`src/rtl/pc_ctrl_ras.sv`:
```
// Program-counter sequencer for the stack CPU with an internal return-address
// stack. One control op per en strobe; branch targets come from the data-stack
// top. RAS over/underflow and out-of-range targets end in a sticky fault.
module pc_ctrl_ras #(
  parameter  int INST_CAP  = 20,
  parameter  int DATA_LEN  = 8,
  parameter  int RAS_DEPTH = 4,
  parameter  int WRAP      = 0,
  localparam int PC_W      = $clog2(INST_CAP),
  localparam int LVL_W     = $clog2(RAS_DEPTH) + 1
) (
  input  logic                clk,
  input  logic                rstn,
  input  logic                en,
  input  logic [3:0]          op,
  input  logic [DATA_LEN-1:0] target,
  input  logic                z_flag,
  input  logic                s_flag,
  output logic [PC_W-1:0]     pc,
  output logic                tgt_pop,
  output logic                done,
  output logic                busy,
  output logic                halted,
  output logic                fault,
  output logic [1:0]          fault_code,
  output logic [LVL_W-1:0]    ras_level
);

  // Wide enough that pc + sign-extended offset never overflows.
  localparam int XW = PC_W + DATA_LEN + 1;

  localparam logic [3:0] OP_JMP  = 4'h8;
  localparam logic [3:0] OP_JZ   = 4'h9;
  localparam logic [3:0] OP_JS   = 4'hA;
  localparam logic [3:0] OP_JNZ  = 4'hB;
  localparam logic [3:0] OP_CALL = 4'hC;
  localparam logic [3:0] OP_RET  = 4'hD;
  localparam logic [3:0] OP_JREL = 4'hE;
  localparam logic [3:0] OP_HALT = 4'hF;

  typedef enum logic [2:0] {S_IDLE, S_EXEC, S_EVAL, S_HALT, S_FAULT} state_t;

  state_t              state, state_nx;
  logic [3:0]          op_q, op_nx;
  logic [PC_W-1:0]     ras [RAS_DEPTH];
  logic [PC_W-1:0]     nxt, pc_nx, eval_pc;
  logic [XW-1:0]       tgt_u;
  logic signed [XW-1:0] rel;
  logic                taken, range_bad, push;
  logic [1:0]          flt, code_nx;
  logic [LVL_W-2:0]    push_idx, pop_idx;
  logic                done_nx, pop_nx, halted_nx, fault_nx;
  logic [LVL_W-1:0]    lvl_nx;

  assign nxt      = (pc == PC_W'(INST_CAP - 1)) ? ((WRAP != 0) ? '0 : pc) : pc + PC_W'(1);
  assign tgt_u    = XW'(target);
  assign rel      = $signed(XW'(pc)) + $signed({{(XW-DATA_LEN){target[DATA_LEN-1]}}, target});
  assign push_idx = ras_level[LVL_W-2:0];
  assign pop_idx  = push_idx - (LVL_W-1)'(1);

  // Branch resolution and fault classification for the op held in EVAL.
  always_comb begin
    taken     = 1'b1;
    range_bad = (tgt_u >= XW'(INST_CAP));
    eval_pc   = target[PC_W-1:0];
    flt       = 2'b00;
    case (op_q)
      OP_JZ:   taken = z_flag;
      OP_JS:   taken = s_flag;
      OP_JNZ:  taken = !z_flag;
      OP_JREL: begin
        range_bad = rel[XW-1] || ($unsigned(rel) >= XW'(INST_CAP));
        eval_pc   = rel[PC_W-1:0];
      end
      OP_RET: begin
        range_bad = 1'b0;
        eval_pc   = ras[pop_idx];
      end
      default: ;
    endcase
    if (!taken) eval_pc = nxt;
    // Overflow outranks the range check on a CALL.
    if (op_q == OP_CALL && ras_level == LVL_W'(RAS_DEPTH)) flt = 2'b01;
    else if (op_q == OP_RET && ras_level == '0)             flt = 2'b10;
    else if (taken && range_bad)                            flt = 2'b11;
  end

  // State register.
  always_ff @(posedge clk or negedge rstn) begin
    if (!rstn) state <= S_IDLE;
    else       state <= state_nx;
  end

  // Next-state logic; HALT and FAULT are only left through reset.
  always_comb begin
    state_nx = state;
    case (state)
      S_IDLE: if (en) begin
        if (op < OP_JMP)        state_nx = S_EXEC;
        else if (op == OP_HALT) state_nx = S_HALT;
        else                    state_nx = S_EVAL;
      end
      S_EXEC:  state_nx = S_IDLE;
      S_EVAL:  state_nx = (flt != 2'b00) ? S_FAULT : S_IDLE;
      default: state_nx = state;
    endcase
  end

  // Output/datapath next values; a fault leaves pc, RAS and done untouched.
  always_comb begin
    pc_nx     = pc;
    done_nx   = 1'b0;
    pop_nx    = 1'b0;
    halted_nx = halted;
    fault_nx  = fault;
    code_nx   = fault_code;
    lvl_nx    = ras_level;
    op_nx     = op_q;
    push      = 1'b0;
    case (state)
      S_IDLE: if (en) begin
        op_nx  = op;
        pop_nx = (op >= OP_JMP) && (op != OP_RET) && (op != OP_HALT);
        if (op == OP_HALT) begin
          done_nx   = 1'b1;
          halted_nx = 1'b1;
        end
      end
      S_EXEC: begin
        pc_nx   = nxt;
        done_nx = 1'b1;
      end
      S_EVAL: begin
        if (flt != 2'b00) begin
          fault_nx  = 1'b1;
          halted_nx = 1'b1;
          code_nx   = flt;
        end else begin
          pc_nx   = eval_pc;
          done_nx = 1'b1;
          if (op_q == OP_CALL) begin
            push   = 1'b1;
            lvl_nx = ras_level + LVL_W'(1);
          end else if (op_q == OP_RET) begin
            lvl_nx = ras_level - LVL_W'(1);
          end
        end
      end
      default: ;
    endcase
  end

  // Registered outputs.
  always_ff @(posedge clk or negedge rstn) begin
    if (!rstn) begin
      pc         <= '0;
      done       <= 1'b0;
      tgt_pop    <= 1'b0;
      busy       <= 1'b0;
      halted     <= 1'b0;
      fault      <= 1'b0;
      fault_code <= 2'b00;
      ras_level  <= '0;
      op_q       <= '0;
    end else begin
      pc         <= pc_nx;
      done       <= done_nx;
      tgt_pop    <= pop_nx;
      busy       <= (state_nx != S_IDLE);
      halted     <= halted_nx;
      fault      <= fault_nx;
      fault_code <= code_nx;
      ras_level  <= lvl_nx;
      op_q       <= op_nx;
    end
  end

  // RAS storage; emptiness is tracked by ras_level alone.
  always_ff @(posedge clk) begin
    if (push) ras[push_idx] <= nxt;
  end

endmodule

```
`config.mk`:
```
export PLATFORM = sky130hd
export DESIGN_NAME = pc_ctrl_ras
export DESIGN_NICKNAME = d
export VERILOG_FILES = /design/src/rtl/pc_ctrl_ras.sv
export SDC_FILE = /design/constraint.sdc
export NUM_CORES = 1
export LEC_CHECK = 0
export ABC_AREA = 0
export CELL_PAD_IN_SITES_DETAIL_PLACEMENT = 1
export CELL_PAD_IN_SITES_GLOBAL_PLACEMENT = 2
export CORE_UTILIZATION = 39
export DETAILED_ROUTE_END_ITERATION = 10
export GPL_TIMING_DRIVEN = 0
export PLACE_DENSITY_LB_ADDON = 0.1
export SETUP_SLACK_MARGIN = 0.3
export SYNTH_ARGS = -nofsm -noshare
export SYNTH_HDL_FRONTEND = slang
export SYNTH_SLANG_ARGS = --single-unit
export TNS_END_PERCENT = 20
```
`constraint.sdc`:
```
create_clock -name clk -period 8.4 [get_ports clk]
set_input_delay 1.68 -clock clk [delete_from_list [all_inputs] [get_ports clk]]
set_output_delay 1.68 -clock clk [all_outputs]
set_load 0.1 [all_outputs]
```
==> metrics.txt, run 1 <==
# TYPE chip_impl_metric gauge
chip_impl_metric{name="yosys.cell_types.count",unit=""} 53
chip_impl_metric{name="synth_largest_type_area_fraction",unit=""} 0.2469
chip_impl_metric{name="period_needed",unit="ns"} 5.469
chip_impl_metric{name="sw_frac_of_total",unit=""} 0.2670
chip_impl_metric{name="finish.net_count",unit=""} 275
chip_impl_metric{name="number_of_synthesized_flops_with_an_enable_pin",unit=""} 20
chip_impl_metric{name="rows",unit=""} 28
chip_impl_metric{name="net-switching-power",unit="mW"} 0.1070
chip_impl_metric{name="portBuffers",unit=""} 31
chip_impl_metric{name="gpl.final_weighted_congestion",unit=""} 0.7379
chip_impl_info{name="synthTopCellsByArea",value="sky130_fd_sc_hd__edfxtp_1 25%, sky130_fd_sc_hd__dfrtp_1 23%, sky130_fd_sc_hd__mux2_2 6.0%"} 1
chip_impl_metric{name="layout.core_utilization",unit=""} 0.4926
chip_impl_metric{name="pwr-share-seq",unit=""} 0.545
chip_impl_metric{name="final-hold-violation-count",unit=""} 0
chip_impl_metric{name="postSynth.asyncResetShare",unit=""} 0.5238
chip_impl_metric{name="cts_buffer_depth",unit=""} 2
chip_impl_metric{name="mappedNetlistNets",unit=""} 237
chip_impl_metric{name="final_setup_skew",unit="ns"} 0.01076
chip_impl_info{name="outcome",value="completed"} 1
chip_impl_metric{name="htree_num_levels",unit=""} 2
chip_impl_metric{name="fp.coreArea",unit="µm²"} 5956
chip_impl_metric{name="overall_track_demand_over_capacity_in_global_routing",unit=""} 0.2045
chip_impl_metric{name="placement_stage_worst_setup_slack",unit="ns"} 2.631
chip_impl_info{name="synthFlopType",value="sky130_fd_sc_hd__dfrtp_1"} 1
chip_impl_metric{name="post-route-worst-setup-slack",unit="ns"} 2.931
chip_impl_metric{name="total_power_after_layout",unit="mW"} 0.4009
chip_impl_metric{name="final_layout_size_suffix_gt1_frac",unit=""} 0.1660
chip_impl_info{name="cts_tree",value="done"} 1
chip_impl_metric{name="hold_path_depth",unit=""} 1
chip_impl_metric{name="slew_at_the_pin_closest_to_its_max_slew_limit",unit="ns"} 1.130
chip_impl_metric{name="grt_max_degree",unit=""} 23
chip_impl_metric{name="p_comb_frac",unit=""} 0.092
chip_impl_info{name="critical_path.startpoint_type",value="input pin"} 1
chip_impl_metric{name="post_synth_instance_area",unit="µm²"} 2432
chip_impl_metric{name="worst-r2r-cell-count",unit=""} 8
chip_impl_metric{name="numClockSinks",unit=""} 42
chip_impl_metric{name="flow.area_growth_from_synthesis",unit="%"} 20.63
chip_impl_metric{name="slew_headroom",unit=""} 0.2465
chip_impl_metric{name="ios",unit=""} 32
chip_impl_metric{name="route.antenna.remaining_nets",unit=""} 0
chip_impl_metric{name="first_global_vias",unit=""} 1856
chip_impl_metric{name="p_int",unit="mW"} 0.2938
chip_impl_metric{name="drc",unit=""} 0
chip_impl_metric{name="routed-via-count",unit=""} 1853
chip_impl_metric{name="layout_filler_cell_count",unit=""} 652
chip_impl_metric{name="grt_pass1_wl",unit="µm"} 9853
chip_impl_metric{name="post-route-period-util",unit=""} 0.6511
chip_impl_metric{name="floorplan.die_area",unit="µm²"} 6557
chip_impl_metric{name="firstDrtPassIters",unit=""} 4
chip_impl_metric{name="cp_data_required_time",unit="ns"} 8.33
chip_impl_metric{name="power.share.clock",unit=""} 0.363
chip_impl_metric{name="detailedRoute.firstIterationViolations",unit=""} 78
chip_impl_metric{name="placed_wire_length_estimate",unit="µm"} 4534
chip_impl_info{name="post-synth-top-area-cell",value="sky130_fd_sc_hd__edfxtp_1"} 1
chip_impl_metric{name="setup-violations-final",unit=""} 0
chip_impl_metric{name="grt_overflow_total",unit=""} 0
chip_impl_metric{name="setup-tns-final",unit="ns"} 0
chip_impl_metric{name="initial_utilization",unit=""} 0.4084
chip_impl_metric{name="drt-vias-per-instance",unit=""} 5.755
chip_impl_metric{name="die-height",unit="µm"} 80.98
chip_impl_metric{name="ctsHoldBuffers",unit=""} 0
chip_impl_metric{name="clock_latency",unit="ns"} 0.31
chip_impl_metric{name="worst_setup_hold_path_clk_slew",unit="ns"} 0.10
chip_impl_metric{name="drv.max_cap_violation_count",unit=""} 0
chip_impl_metric{name="die-width",unit="µm"} 80.98
chip_impl_metric{name="postCtsSetupRepairBufs",unit=""} 0
chip_impl_metric{name="cts_resized",unit=""} 0
chip_impl_metric{name="crit_fanout",unit=""} 6
chip_impl_metric{name="power_density",unit="nW/µm²"} 136.6
chip_impl_metric{name="post_drt_wl_per_cell",unit="µm"} 18.59
chip_impl_info{name="clock_tree.root_cell",value="sky130_fd_sc_hd__clkbuf_8"} 1
chip_impl_metric{name="number_of_cells_produced_by_synthesis",unit=""} 208
chip_impl_metric{name="synth_seq_cells",unit=""} 42
chip_impl_metric{name="p_leak",unit="nW"} 1.153
chip_impl_metric{name="insertedDiodeCount",unit=""} 0
chip_impl_metric{name="yosysSeqAreaShare",unit=""} 0.4733
chip_impl_metric{name="worst_ir_drop_vdd",unit="mV"} 0.08816
chip_impl_metric{name="number_of_buffers_created_by_cts",unit=""} 5
chip_impl_metric{name="final-max-slew-violation-count",unit=""} 0
chip_impl_info{name="path_class",value="in -> reg"} 1
chip_impl_info{name="timing.hold.worst.class",value="reg -> reg"} 1
chip_impl_metric{name="grt_antenna_before_repair",unit=""} 0
chip_impl_metric{name="data_arrival_at_the_endpoint_of_the_critical_path",unit="ns"} 5.40
chip_impl_metric{name="achievable-frequency",unit="GHz"} 0.1828
chip_impl_info{name="timing.critical_path.to_type",value="flop"} 1
chip_impl_metric{name="routed_wl",unit="µm"} 5986
chip_impl_info{name="rsz0062_at_grt",value="false"} 1
chip_impl_metric{name="syn_area_per_cell",unit="µm²"} 11.69
chip_impl_metric{name="ys_warn_count",unit=""} 0
==> metal layers <==
metal	GRT usage	vias up	routed length, µm
met1	0.2861	926	2839
li1	-	870	-
met5	0	-	0
met2	0.3286	46	2837
met3	0.03371	11	246
met4	0.05357	0	63
==> worst paths after layout <==
path / from / end / slack [ns]
min: fault / fault / 0.48
min in group asynchronous: rstn / fault_code[0] / 1.95
max in group asynchronous: rstn / ras_level[0] / 5.78
min reg2reg: fault / fault / 0.48
max: target[0] / ras[3][1] / 2.93
max reg2reg: pc[0] / ras[3][1] / 4.29
==> layout by cell type, fill, tap and decap left out, types with 3 or more instances in the layout <==
| cell | count |
|---|---|
| sky130_fd_sc_hd__nor3b_1 | 6 |
| sky130_fd_sc_hd__xor2_1 | 4 |
| sky130_fd_sc_hd__nor3_1 | 5 |
| sky130_fd_sc_hd__dfrtp_1 | 22 |
| sky130_fd_sc_hd__o31ai_1 | 3 |
| sky130_fd_sc_hd__nand3_1 | 7 |
| sky130_fd_sc_hd__mux4_2 | 5 |
| sky130_fd_sc_hd__o21ai_0 | 10 |
| sky130_fd_sc_hd__a21oi_1 | 11 |
| sky130_fd_sc_hd__a211oi_1 | 4 |
| sky130_fd_sc_hd__inv_1 | 6 |
| sky130_fd_sc_hd__clkdlybuf4s50_1 | 31 |
| sky130_fd_sc_hd__ha_1 | 10 |
| sky130_fd_sc_hd__mux2_2 | 13 |
| sky130_fd_sc_hd__buf_2 | 3 |
| sky130_fd_sc_hd__edfxtp_1 | 20 |
| sky130_fd_sc_hd__xnor2_1 | 5 |
| sky130_fd_sc_hd__clkbuf_8 | 5 |
| sky130_fd_sc_hd__nand2_1 | 18 |
| sky130_fd_sc_hd__nor2_1 | 9 |
==> flip-flops by register name, summed over array words and instances (netlist names) <==
register and cells:
done 1, pc 5, fault_code 2, ras_level 3, ras 20, busy 1, fault 1, halted 1
state 3, op_q 4, tgt_pop 1
==> Yosys cell counts, drive strengths merged, types with 4 or more instances <==
| library cell | n |
|---|---|
| inv | 7 |
| ha | 10 |
| o21ai | 10 |
| mux2 | 13 |
| nand2 | 18 |
| dfrtp | 22 |
| a21oi | 12 |
| xor2 | 4 |
| nand3 | 7 |
| nor3b | 6 |
| nor3 | 6 |
| edfxtp | 20 |
| buf | 4 |
| nor2 | 10 |
| a211oi | 5 |
| mux4 | 5 |
| xnor2 | 5 |
| o31ai | 4 |
==> layout make-up <==
type | instances | area [µm²] | share of cell area
Timing Repair Buffer | 31 | 310.3 | 0.1058
Inverter | 7 | 26.28 | 0.008955
Sequential cell | 42 | 1151 | 0.3923
Clock buffer | 5 | 68.82 | 0.02345
Buffer | 5 | 30.03 | 0.01023
Multi-Input combinational cell | 154 | 1225 | 0.4175
Tap cell | 75 | 93.84 | 0.03198
Clock inverter | 3 | 28.78 | 0.009808
==> cells by family (layout without fill, tap and decap cells) <==
group / after synthesis / count (layout) / synth area share
buffers and inverters: 12 / 51 / 0.02314
adder cells (fa/ha/maj): 12 / 12 / 0.06790
flip-flops: 42 / 42 / 0.4733
multiplexers: 19 / 19 / 0.1106
AND/OR/NAND/NOR: 65 / 65 / 0.1548
XOR/XNOR: 9 / 9 / 0.03241
AO/OA/AOI/OAI: 49 / 49 / 0.1379
==> per-stage QoR <==
| step | cells | cell area, µm² | hold WS (ns) |
|---|---|---|---|
| global placement | 314 | 2836 | 0.4521 |
| detailed placement | 314 | 2836 | 0.4671 |
| floorplan | 208 | 2432 | 0.5372 |
| CTS | 322 | 2934 | 0.4897 |
| global route | 322 | 2934 | 0.5225 |
| finish | 322 | 2934 | 0.4837 |
==> worst max-delay path, cell delays in order <==
cell,delay (ns)
sky130_fd_sc_hd__clkdlybuf4s50_1,0.43
sky130_fd_sc_hd__ha_1,0.25
sky130_fd_sc_hd__fa_1,0.49
sky130_fd_sc_hd__a211oi_2,0.33
sky130_fd_sc_hd__o31ai_1,0.12
sky130_fd_sc_hd__mux2_2,0.27
sky130_fd_sc_hd__a211oi_1,0.66
sky130_fd_sc_hd__a21oi_1,0.32
sky130_fd_sc_hd__nor3b_1,0.84
==> power groups by stage <==
stage          clock, mW  sequential, mW  combinational [mW]
4_1_cts            0.148           0.219              0.0370
3_5_place_dp           0           0.223              0.0369
3_3_place_gp           0           0.223              0.0365
6_report           0.146           0.219              0.0367
2_1_floorplan          0           0.227              0.0149
5_1_grt            0.154           0.219              0.0404
Note: power is estimated with default switching activity, not from simulation.
==> run 2, diff against run 1 <==
--- a/config.mk
+++ b/config.mk
@@ -8,7 +8,7 @@
 export ABC_AREA = 0
 export CELL_PAD_IN_SITES_DETAIL_PLACEMENT = 1
 export CELL_PAD_IN_SITES_GLOBAL_PLACEMENT = 2
-export CORE_UTILIZATION = 39
+export CORE_UTILIZATION = 33
 export DETAILED_ROUTE_END_ITERATION = 10
 export GPL_TIMING_DRIVEN = 0
 export PLACE_DENSITY_LB_ADDON = 0.1
==> constraint.sdc (replaced) <==
create_clock -name clk -period 5 [get_ports clk]
set_input_delay 1 -clock clk [delete_from_list [all_inputs] [get_ports clk]]
set_output_delay 1 -clock clk [all_outputs]
set_load 0.1 [all_outputs]
==> metrics.txt, run 2 (synthesis results as in run 1) <==
# TYPE chip_impl_metric gauge
chip_impl_metric{name="numClockSinks",unit=""} 42
chip_impl_metric{name="cp_data_required_time",unit="ns"} 5.18
chip_impl_metric{name="final-hold-violation-count",unit=""} 0
chip_impl_metric{name="layout_filler_cell_count",unit=""} 761
chip_impl_metric{name="postCtsSetupRepairBufs",unit=""} 0
chip_impl_metric{name="placed_wire_length_estimate",unit="µm"} 4486
chip_impl_metric{name="overall_track_demand_over_capacity_in_global_routing",unit=""} 0.1747
chip_impl_metric{name="final_layout_size_suffix_gt1_frac",unit=""} 0.1862
chip_impl_metric{name="portBuffers",unit=""} 31
chip_impl_metric{name="htree_num_levels",unit=""} 2
chip_impl_metric{name="post-route-worst-setup-slack",unit="ns"} 0.7124
chip_impl_metric{name="fp.coreArea",unit="µm²"} 6944
chip_impl_info{name="path_class",value="in -> reg"} 1
chip_impl_metric{name="floorplan.die_area",unit="µm²"} 7718
chip_impl_info{name="layout_top_registers",value="ras (20), pc (5), op_q (4)"} 1
chip_impl_metric{name="place.detailed.instances",unit=""} 335
chip_impl_metric{name="drc",unit=""} 0
chip_impl_metric{name="gpl.final_weighted_congestion",unit=""} 0.7414
chip_impl_metric{name="die-height",unit="µm"} 87.85
chip_impl_metric{name="grt_antenna_before_repair",unit=""} 0
chip_impl_info{name="max_flop_register",value="ras"} 1
chip_impl_metric{name="worst_setup_hold_path_clk_slew",unit="ns"} 0.09
chip_impl_metric{name="achievable-frequency",unit="GHz"} 0.2332
chip_impl_info{name="most-common-layout-cells",value="31 x sky130_fd_sc_hd__clkdlybuf4s50_1, 22 x sky130_fd_sc_hd__dfrtp_1, 20 x sky130_fd_sc_hd__edfxtp_1"} 1
chip_impl_metric{name="drv.max_cap_violation_count",unit=""} 0
chip_impl_metric{name="slew_headroom",unit=""} 0.2351
chip_impl_metric{name="die-width",unit="µm"} 87.85
chip_impl_metric{name="flow.area_growth_from_synthesis",unit="%"} 22.53
chip_impl_metric{name="number_of_buffers_created_by_cts",unit=""} 5
chip_impl_metric{name="finalNonFillerCells",unit=""} 343
chip_impl_metric{name="met3_demand_to_capacity_share_in_global_routing",unit=""} 0.03110
chip_impl_metric{name="grt_overflow_total",unit=""} 0
chip_impl_metric{name="post-route-period-util",unit=""} 0.8575
chip_impl_info{name="clock_tree.root_cell",value="sky130_fd_sc_hd__clkbuf_8"} 1
chip_impl_metric{name="ios",unit=""} 32
chip_impl_metric{name="insertedDiodeCount",unit=""} 0
chip_impl_metric{name="layout.core_utilization",unit=""} 0.4292
chip_impl_metric{name="finish.net_count",unit=""} 275
chip_impl_metric{name="period_needed",unit="ns"} 4.288
chip_impl_metric{name="routed_wl",unit="µm"} 5956
chip_impl_metric{name="multi_input_area",unit="µm²"} 1250
chip_impl_metric{name="route.antenna.remaining_nets",unit=""} 0
chip_impl_metric{name="final-max-slew-violation-count",unit=""} 0
chip_impl_info{name="cts_tree",value="done"} 1
chip_impl_metric{name="grt_max_degree",unit=""} 23
chip_impl_metric{name="first_global_vias",unit=""} 1946
chip_impl_metric{name="grtUsageMet2",unit=""} 0.2889
chip_impl_metric{name="met1_usage",unit=""} 0.2369
chip_impl_metric{name="layout.area.seq",unit="µm²"} 1151
chip_impl_metric{name="setup-violations-final",unit=""} 0
chip_impl_metric{name="post-route-cell-area",unit="µm²"} 2980
chip_impl_metric{name="largest_register_ff_count",unit=""} 20
chip_impl_metric{name="dpl_cell_area",unit="µm²"} 2863
chip_impl_metric{name="grt_pass1_wl",unit="µm"} 10100
chip_impl_info{name="globalRoute.busiestLayer",value="met2"} 1
chip_impl_metric{name="p_leak",unit="nW"} 1.145
chip_impl_info{name="outcome",value="completed"} 1
chip_impl_metric{name="clock_latency",unit="ns"} 0.30
chip_impl_metric{name="placement_stage_worst_setup_slack",unit="ns"} -0.1653
chip_impl_metric{name="firstDrtPassIters",unit=""} 4
chip_impl_info{name="rsz0062_at_grt",value="false"} 1
chip_impl_metric{name="initial_utilization",unit=""} 0.3503
chip_impl_metric{name="cts_buffer_depth",unit=""} 2
chip_impl_metric{name="drt-vias-per-instance",unit=""} 5.286
chip_impl_info{name="timing.critical_path.to_type",value="flop"} 1
chip_impl_info{name="timing.hold.worst.class",value="reg -> reg"} 1
chip_impl_metric{name="setup-tns-final",unit="ns"} 0
chip_impl_metric{name="power_density",unit="nW/µm²"} 220.7
chip_impl_metric{name="data_arrival_at_the_endpoint_of_the_critical_path",unit="ns"} 4.47
chip_impl_metric{name="slew_at_the_pin_closest_to_its_max_slew_limit",unit="ns"} 1.147
chip_impl_metric{name="final_setup_skew",unit="ns"} 0.01187
chip_impl_metric{name="worst_ir_drop_vdd",unit="mV"} 0.07927
chip_impl_info{name="mostFrequentLayoutCell",value="sky130_fd_sc_hd__clkdlybuf4s50_1"} 1
chip_impl_metric{name="post_drt_wl_per_cell",unit="µm"} 17.36
chip_impl_metric{name="detailedRoute.firstIterationViolations",unit=""} 86
chip_impl_info{name="critical_path.startpoint_type",value="input pin"} 1
chip_impl_metric{name="crit_fanout",unit=""} 6
chip_impl_metric{name="rows",unit=""} 30
chip_impl_metric{name="routed-via-count",unit=""} 1813
-- run 2: per-stage QoR --
| stage | hold WS [ns] | total power [mW] |
|---|---|---|
| detailed placement | 0.4494 | 0.4363 |
| CTS | 0.4705 | 0.6671 |
| global route | 0.4977 | 0.6867 |
| global placement | 0.4411 | 0.4363 |
| floorplan | 0.5372 | 0.4063 |
| finish | 0.4666 | 0.6579 |
-- run 2: area by class of cell --
cell class              count  area share
plain buffers               5     0.01008
clock buffers               5     0.02309
clock inverters             3    0.007976
inverters                   7    0.008816
multi-input cells         154      0.4194
flip-flops and latches     42      0.3862
well taps                  96     0.04030
repair buffers             31      0.1041
-- run 2: worst paths after layout --
check                      startpoint  endpoint  slack, ns  depth (start not counted)
max in group asynchronous        rstn     fault       3.08                          1
min in group asynchronous        rstn     pc[0]       1.27                          1
hold / removal                 halted    halted       0.47                          1
setup reg to reg                pc[0]     pc[3]       1.38                          8
hold reg to reg                halted    halted       0.47                          1
setup / recovery            target[0]     pc[3]       0.71                          9
-- run 2: timing repair --
item | CTS | global route
hold endpoints to repair | 0 | 0
hold buffers | 0 | 0
resized for setup | 0 | 5
pin swaps | 0 | 0
endpoints found under the setup margin | 20 | 20
-- run 2: metal layers --
metal	up-vias	part of all wire
met3	6	0.031
met5	-	0
met1	894	0.48
met2	39	0.48
li1	874	-
met4	0	0.0097
-- run 2: power by group --
part / total, mW / internal, mW / switching, mW / leakage (nW)
Combinational: 0.0619 / 0.0268 / 0.0351 / 0.624
Sequential: 0.367 / 0.362 / 0.00492 / 0.481
Clock: 0.229 / 0.0999 / 0.129 / 0.0408
-- run 2: critical path: stages --
cell	delay, ns
sky130_fd_sc_hd__clkdlybuf4s50_1	0.43
sky130_fd_sc_hd__ha_1	0.25
sky130_fd_sc_hd__fa_1	0.47
sky130_fd_sc_hd__a211oi_2	0.32
sky130_fd_sc_hd__nor2_1	0.10
sky130_fd_sc_hd__xnor2_1	0.30
sky130_fd_sc_hd__a211oi_2	0.22
sky130_fd_sc_hd__a222oi_1	0.95
sky130_fd_sc_hd__mux2_2	0.42
==> run 3, diff against run 2 <==
--- a/config.mk
+++ b/config.mk
@@ -8,6 +8,7 @@
 export ABC_AREA = 0
 export CELL_PAD_IN_SITES_DETAIL_PLACEMENT = 1
 export CELL_PAD_IN_SITES_GLOBAL_PLACEMENT = 2
+export CORE_MARGIN = 1.5
 export CORE_UTILIZATION = 33
 export DETAILED_ROUTE_END_ITERATION = 10
 export GPL_TIMING_DRIVEN = 0
==> metrics.txt, run 3 (synthesis results as in run 1) <==
# TYPE chip_impl_metric gauge
chip_impl_metric{name="sw_frac_of_total",unit=""} 0.2584
chip_impl_metric{name="finish.net_count",unit=""} 275
chip_impl_info{name="cts_tree",value="done"} 1
chip_impl_info{name="most-common-layout-cells",value="31 x sky130_fd_sc_hd__clkdlybuf4s50_1, 22 x sky130_fd_sc_hd__dfrtp_1, 20 x sky130_fd_sc_hd__edfxtp_1"} 1
chip_impl_metric{name="power.share.clock",unit=""} 0.351
chip_impl_info{name="mostFrequentLayoutCell",value="sky130_fd_sc_hd__clkdlybuf4s50_1"} 1
chip_impl_info{name="rsz0062_at_grt",value="true"} 1
chip_impl_metric{name="dpl_cell_area",unit="µm²"} 2867
chip_impl_metric{name="data_arrival_at_the_endpoint_of_the_critical_path",unit="ns"} 4.72
chip_impl_metric{name="post-route-worst-setup-slack",unit="ns"} 0.2151
chip_impl_metric{name="worst_setup_hold_path_clk_slew",unit="ns"} 0.09
chip_impl_metric{name="power_density",unit="nW/µm²"} 222.8
chip_impl_metric{name="number_of_buffers_created_by_cts",unit=""} 5
chip_impl_metric{name="setup-violations-final",unit=""} 0
chip_impl_metric{name="numClockSinks",unit=""} 42
chip_impl_metric{name="drc",unit=""} 0
chip_impl_metric{name="portBuffers",unit=""} 31
chip_impl_metric{name="total_power_after_layout",unit="mW"} 0.6605
chip_impl_metric{name="grt_pass1_wl",unit="µm"} 9894
chip_impl_metric{name="setup-tns-final",unit="ns"} 0
chip_impl_metric{name="placement_stage_worst_setup_slack",unit="ns"} -0.1111
chip_impl_metric{name="first_global_vias",unit=""} 1876
chip_impl_metric{name="die-height",unit="µm"} 88.85
chip_impl_metric{name="net-switching-power",unit="mW"} 0.1707
chip_impl_metric{name="final-max-slew-violation-count",unit=""} 0
chip_impl_metric{name="clock_latency",unit="ns"} 0.30
chip_impl_metric{name="slew_headroom",unit=""} 0.2267
chip_impl_metric{name="ctsHoldBuffers",unit=""} 0
chip_impl_metric{name="initial_utilization",unit=""} 0.3390
chip_impl_metric{name="final-hold-violation-count",unit=""} 0
chip_impl_metric{name="firstDrtPassIters",unit=""} 4
chip_impl_metric{name="fin_hold_ws",unit="ns"} 0.4860
chip_impl_metric{name="placed_wire_length_estimate",unit="µm"} 4472
chip_impl_metric{name="p_comb_frac",unit=""} 0.093
chip_impl_metric{name="route.antenna.remaining_nets",unit=""} 0
chip_impl_metric{name="final_setup_skew",unit="ns"} 0.006473
chip_impl_metric{name="post_drt_wl_per_cell",unit="µm"} 17.14
chip_impl_metric{name="routed_wl",unit="µm"} 5930
chip_impl_metric{name="layout_filler_cell_count",unit=""} 796
chip_impl_info{name="layout_top_registers",value="ras (20), pc (5), op_q (4)"} 1
chip_impl_metric{name="overall_track_demand_over_capacity_in_global_routing",unit=""} 0.1686
chip_impl_metric{name="grt_antenna_before_repair",unit=""} 0
chip_impl_metric{name="die-width",unit="µm"} 88.85
chip_impl_metric{name="p_leak",unit="nW"} 1.147
chip_impl_info{name="clock_tree.root_cell",value="sky130_fd_sc_hd__clkbuf_8"} 1
chip_impl_metric{name="crit_fanout",unit=""} 6
chip_impl_metric{name="floorplan.die_area",unit="µm²"} 7894
chip_impl_metric{name="grt_overflow_total",unit=""} 0
chip_impl_metric{name="grt_max_degree",unit=""} 23
chip_impl_metric{name="routed-via-count",unit=""} 1789
chip_impl_metric{name="worst_ir_drop_vdd",unit="mV"} 0.09671
chip_impl_metric{name="layout.area.seq",unit="µm²"} 1151
chip_impl_metric{name="p_int",unit="mW"} 0.4899
chip_impl_metric{name="cp_data_required_time",unit="ns"} 4.94
chip_impl_info{name="outcome",value="completed"} 1
chip_impl_metric{name="multi_input_area",unit="µm²"} 1230
chip_impl_info{name="timing.hold.worst.class",value="reg -> reg"} 1
chip_impl_info{name="max_flop_register",value="ras"} 1
chip_impl_metric{name="post-route-cell-area",unit="µm²"} 2965
chip_impl_metric{name="period_needed",unit="ns"} 4.785
chip_impl_info{name="timing.critical_path.to_type",value="flop"} 1
chip_impl_metric{name="achievable-frequency",unit="GHz"} 0.2090
chip_impl_info{name="path_class",value="in -> reg"} 1
chip_impl_metric{name="pwr-share-seq",unit=""} 0.556
chip_impl_metric{name="postCtsSetupRepairBufs",unit=""} 0
chip_impl_info{name="crit_chain",value="clkdlybuf4s50_1, ha_1, fa_1, a211oi_2, o31ai_1, mux2_2, a211oi_1, a21oi_1, nor3b_1"} 1
chip_impl_metric{name="layout.core_utilization",unit=""} 0.4133
chip_impl_metric{name="cts_buffer_depth",unit=""} 2
chip_impl_metric{name="rows",unit=""} 31
chip_impl_metric{name="largest_register_ff_count",unit=""} 20
chip_impl_metric{name="detailedRoute.firstIterationViolations",unit=""} 40
chip_impl_info{name="setup.worst_path.start",value="target[0]"} 1
chip_impl_metric{name="place.detailed.instances",unit=""} 338
chip_impl_metric{name="post-route-period-util",unit=""} 0.9570
chip_impl_metric{name="htree_num_levels",unit=""} 2
chip_impl_metric{name="flow.area_growth_from_synthesis",unit="%"} 21.91
chip_impl_metric{name="worst_path_largest_cell_delay",unit="ns"} 0.79
chip_impl_metric{name="insertedDiodeCount",unit=""} 0
chip_impl_info{name="timing.rr.start",value="pc[0]"} 1
chip_impl_metric{name="drt-vias-per-instance",unit=""} 5.171
chip_impl_info{name="critPathSlowestCell",value="sky130_fd_sc_hd__nor3b_1"} 1
chip_impl_metric{name="drv.max_cap_violation_count",unit=""} 0
chip_impl_metric{name="finalNonFillerCells",unit=""} 346
chip_impl_info{name="critical_path.startpoint_type",value="input pin"} 1
chip_impl_metric{name="slew_at_the_pin_closest_to_its_max_slew_limit",unit="ns"} 1.160
chip_impl_metric{name="ios",unit=""} 32
chip_impl_metric{name="final_layout_size_suffix_gt1_frac",unit=""} 0.1700
chip_impl_info{name="timing.hold.worst.start",value="halted"} 1
chip_impl_metric{name="gpl.final_weighted_congestion",unit=""} 0.7516
chip_impl_metric{name="fp.coreArea",unit="µm²"} 7176
run 3: metal layers:
layer / GRT usage / routed length (µm) / vias up
met5: 0 / 0 / -
met4: 0.04972 / 54 / 0
met3: 0.03265 / 151 / 5
met2: 0.2748 / 2860 / 26
met1: 0.2280 / 2863 / 886
li1: - / - / 872
run 3: area by class of cell:
class                           instances  share of cell area
Clock buffer                            5             0.02321
Inverter                                7            0.008861
Sequential cell                        42              0.3882
Timing Repair Buffer                   31              0.1046
Buffer                                  5             0.01013
Tap cell                               99             0.04177
Clock inverter                          3            0.008439
Multi-Input combinational cell        154              0.4148
run 3: path summary, 6_finish.rpt:
kind	slack [ns]	depth (start not counted)	to
min in group asynchronous	1.27	1	state[0]
hold / removal	0.49	1	halted
setup / recovery	0.22	9	ras[3][2]
setup reg to reg	0.90	8	ras[3][2]
hold reg to reg	0.49	1	halted
max in group asynchronous	3.09	1	pc[0]
run 3: worst max-delay path, delay by kind of cell:
family                     cells  cell delay (ns)
buffers and inverters          1             0.44
and+or+nand+nor                1             0.79
AOI/OAI and AO/OA              4             1.49
adders and majority gates      2             0.73
muxes                          1             0.27
run 3: power by group through the flow:
stage	Clock [mW]	Combinational [mW]	Sequential (mW)
floorplan	0	0.0249	0.381
global placement	0	0.0620	0.375
detailed placement	0	0.0616	0.375
CTS	0.243	0.0621	0.367
global route	0.257	0.0678	0.368
finish	0.232	0.0612	0.367
run 3: timing repair:
item / CTS / global route
resized for setup: 0 / 1
endpoints found under the setup margin: 20 / 20
pin swaps: 0 / 0
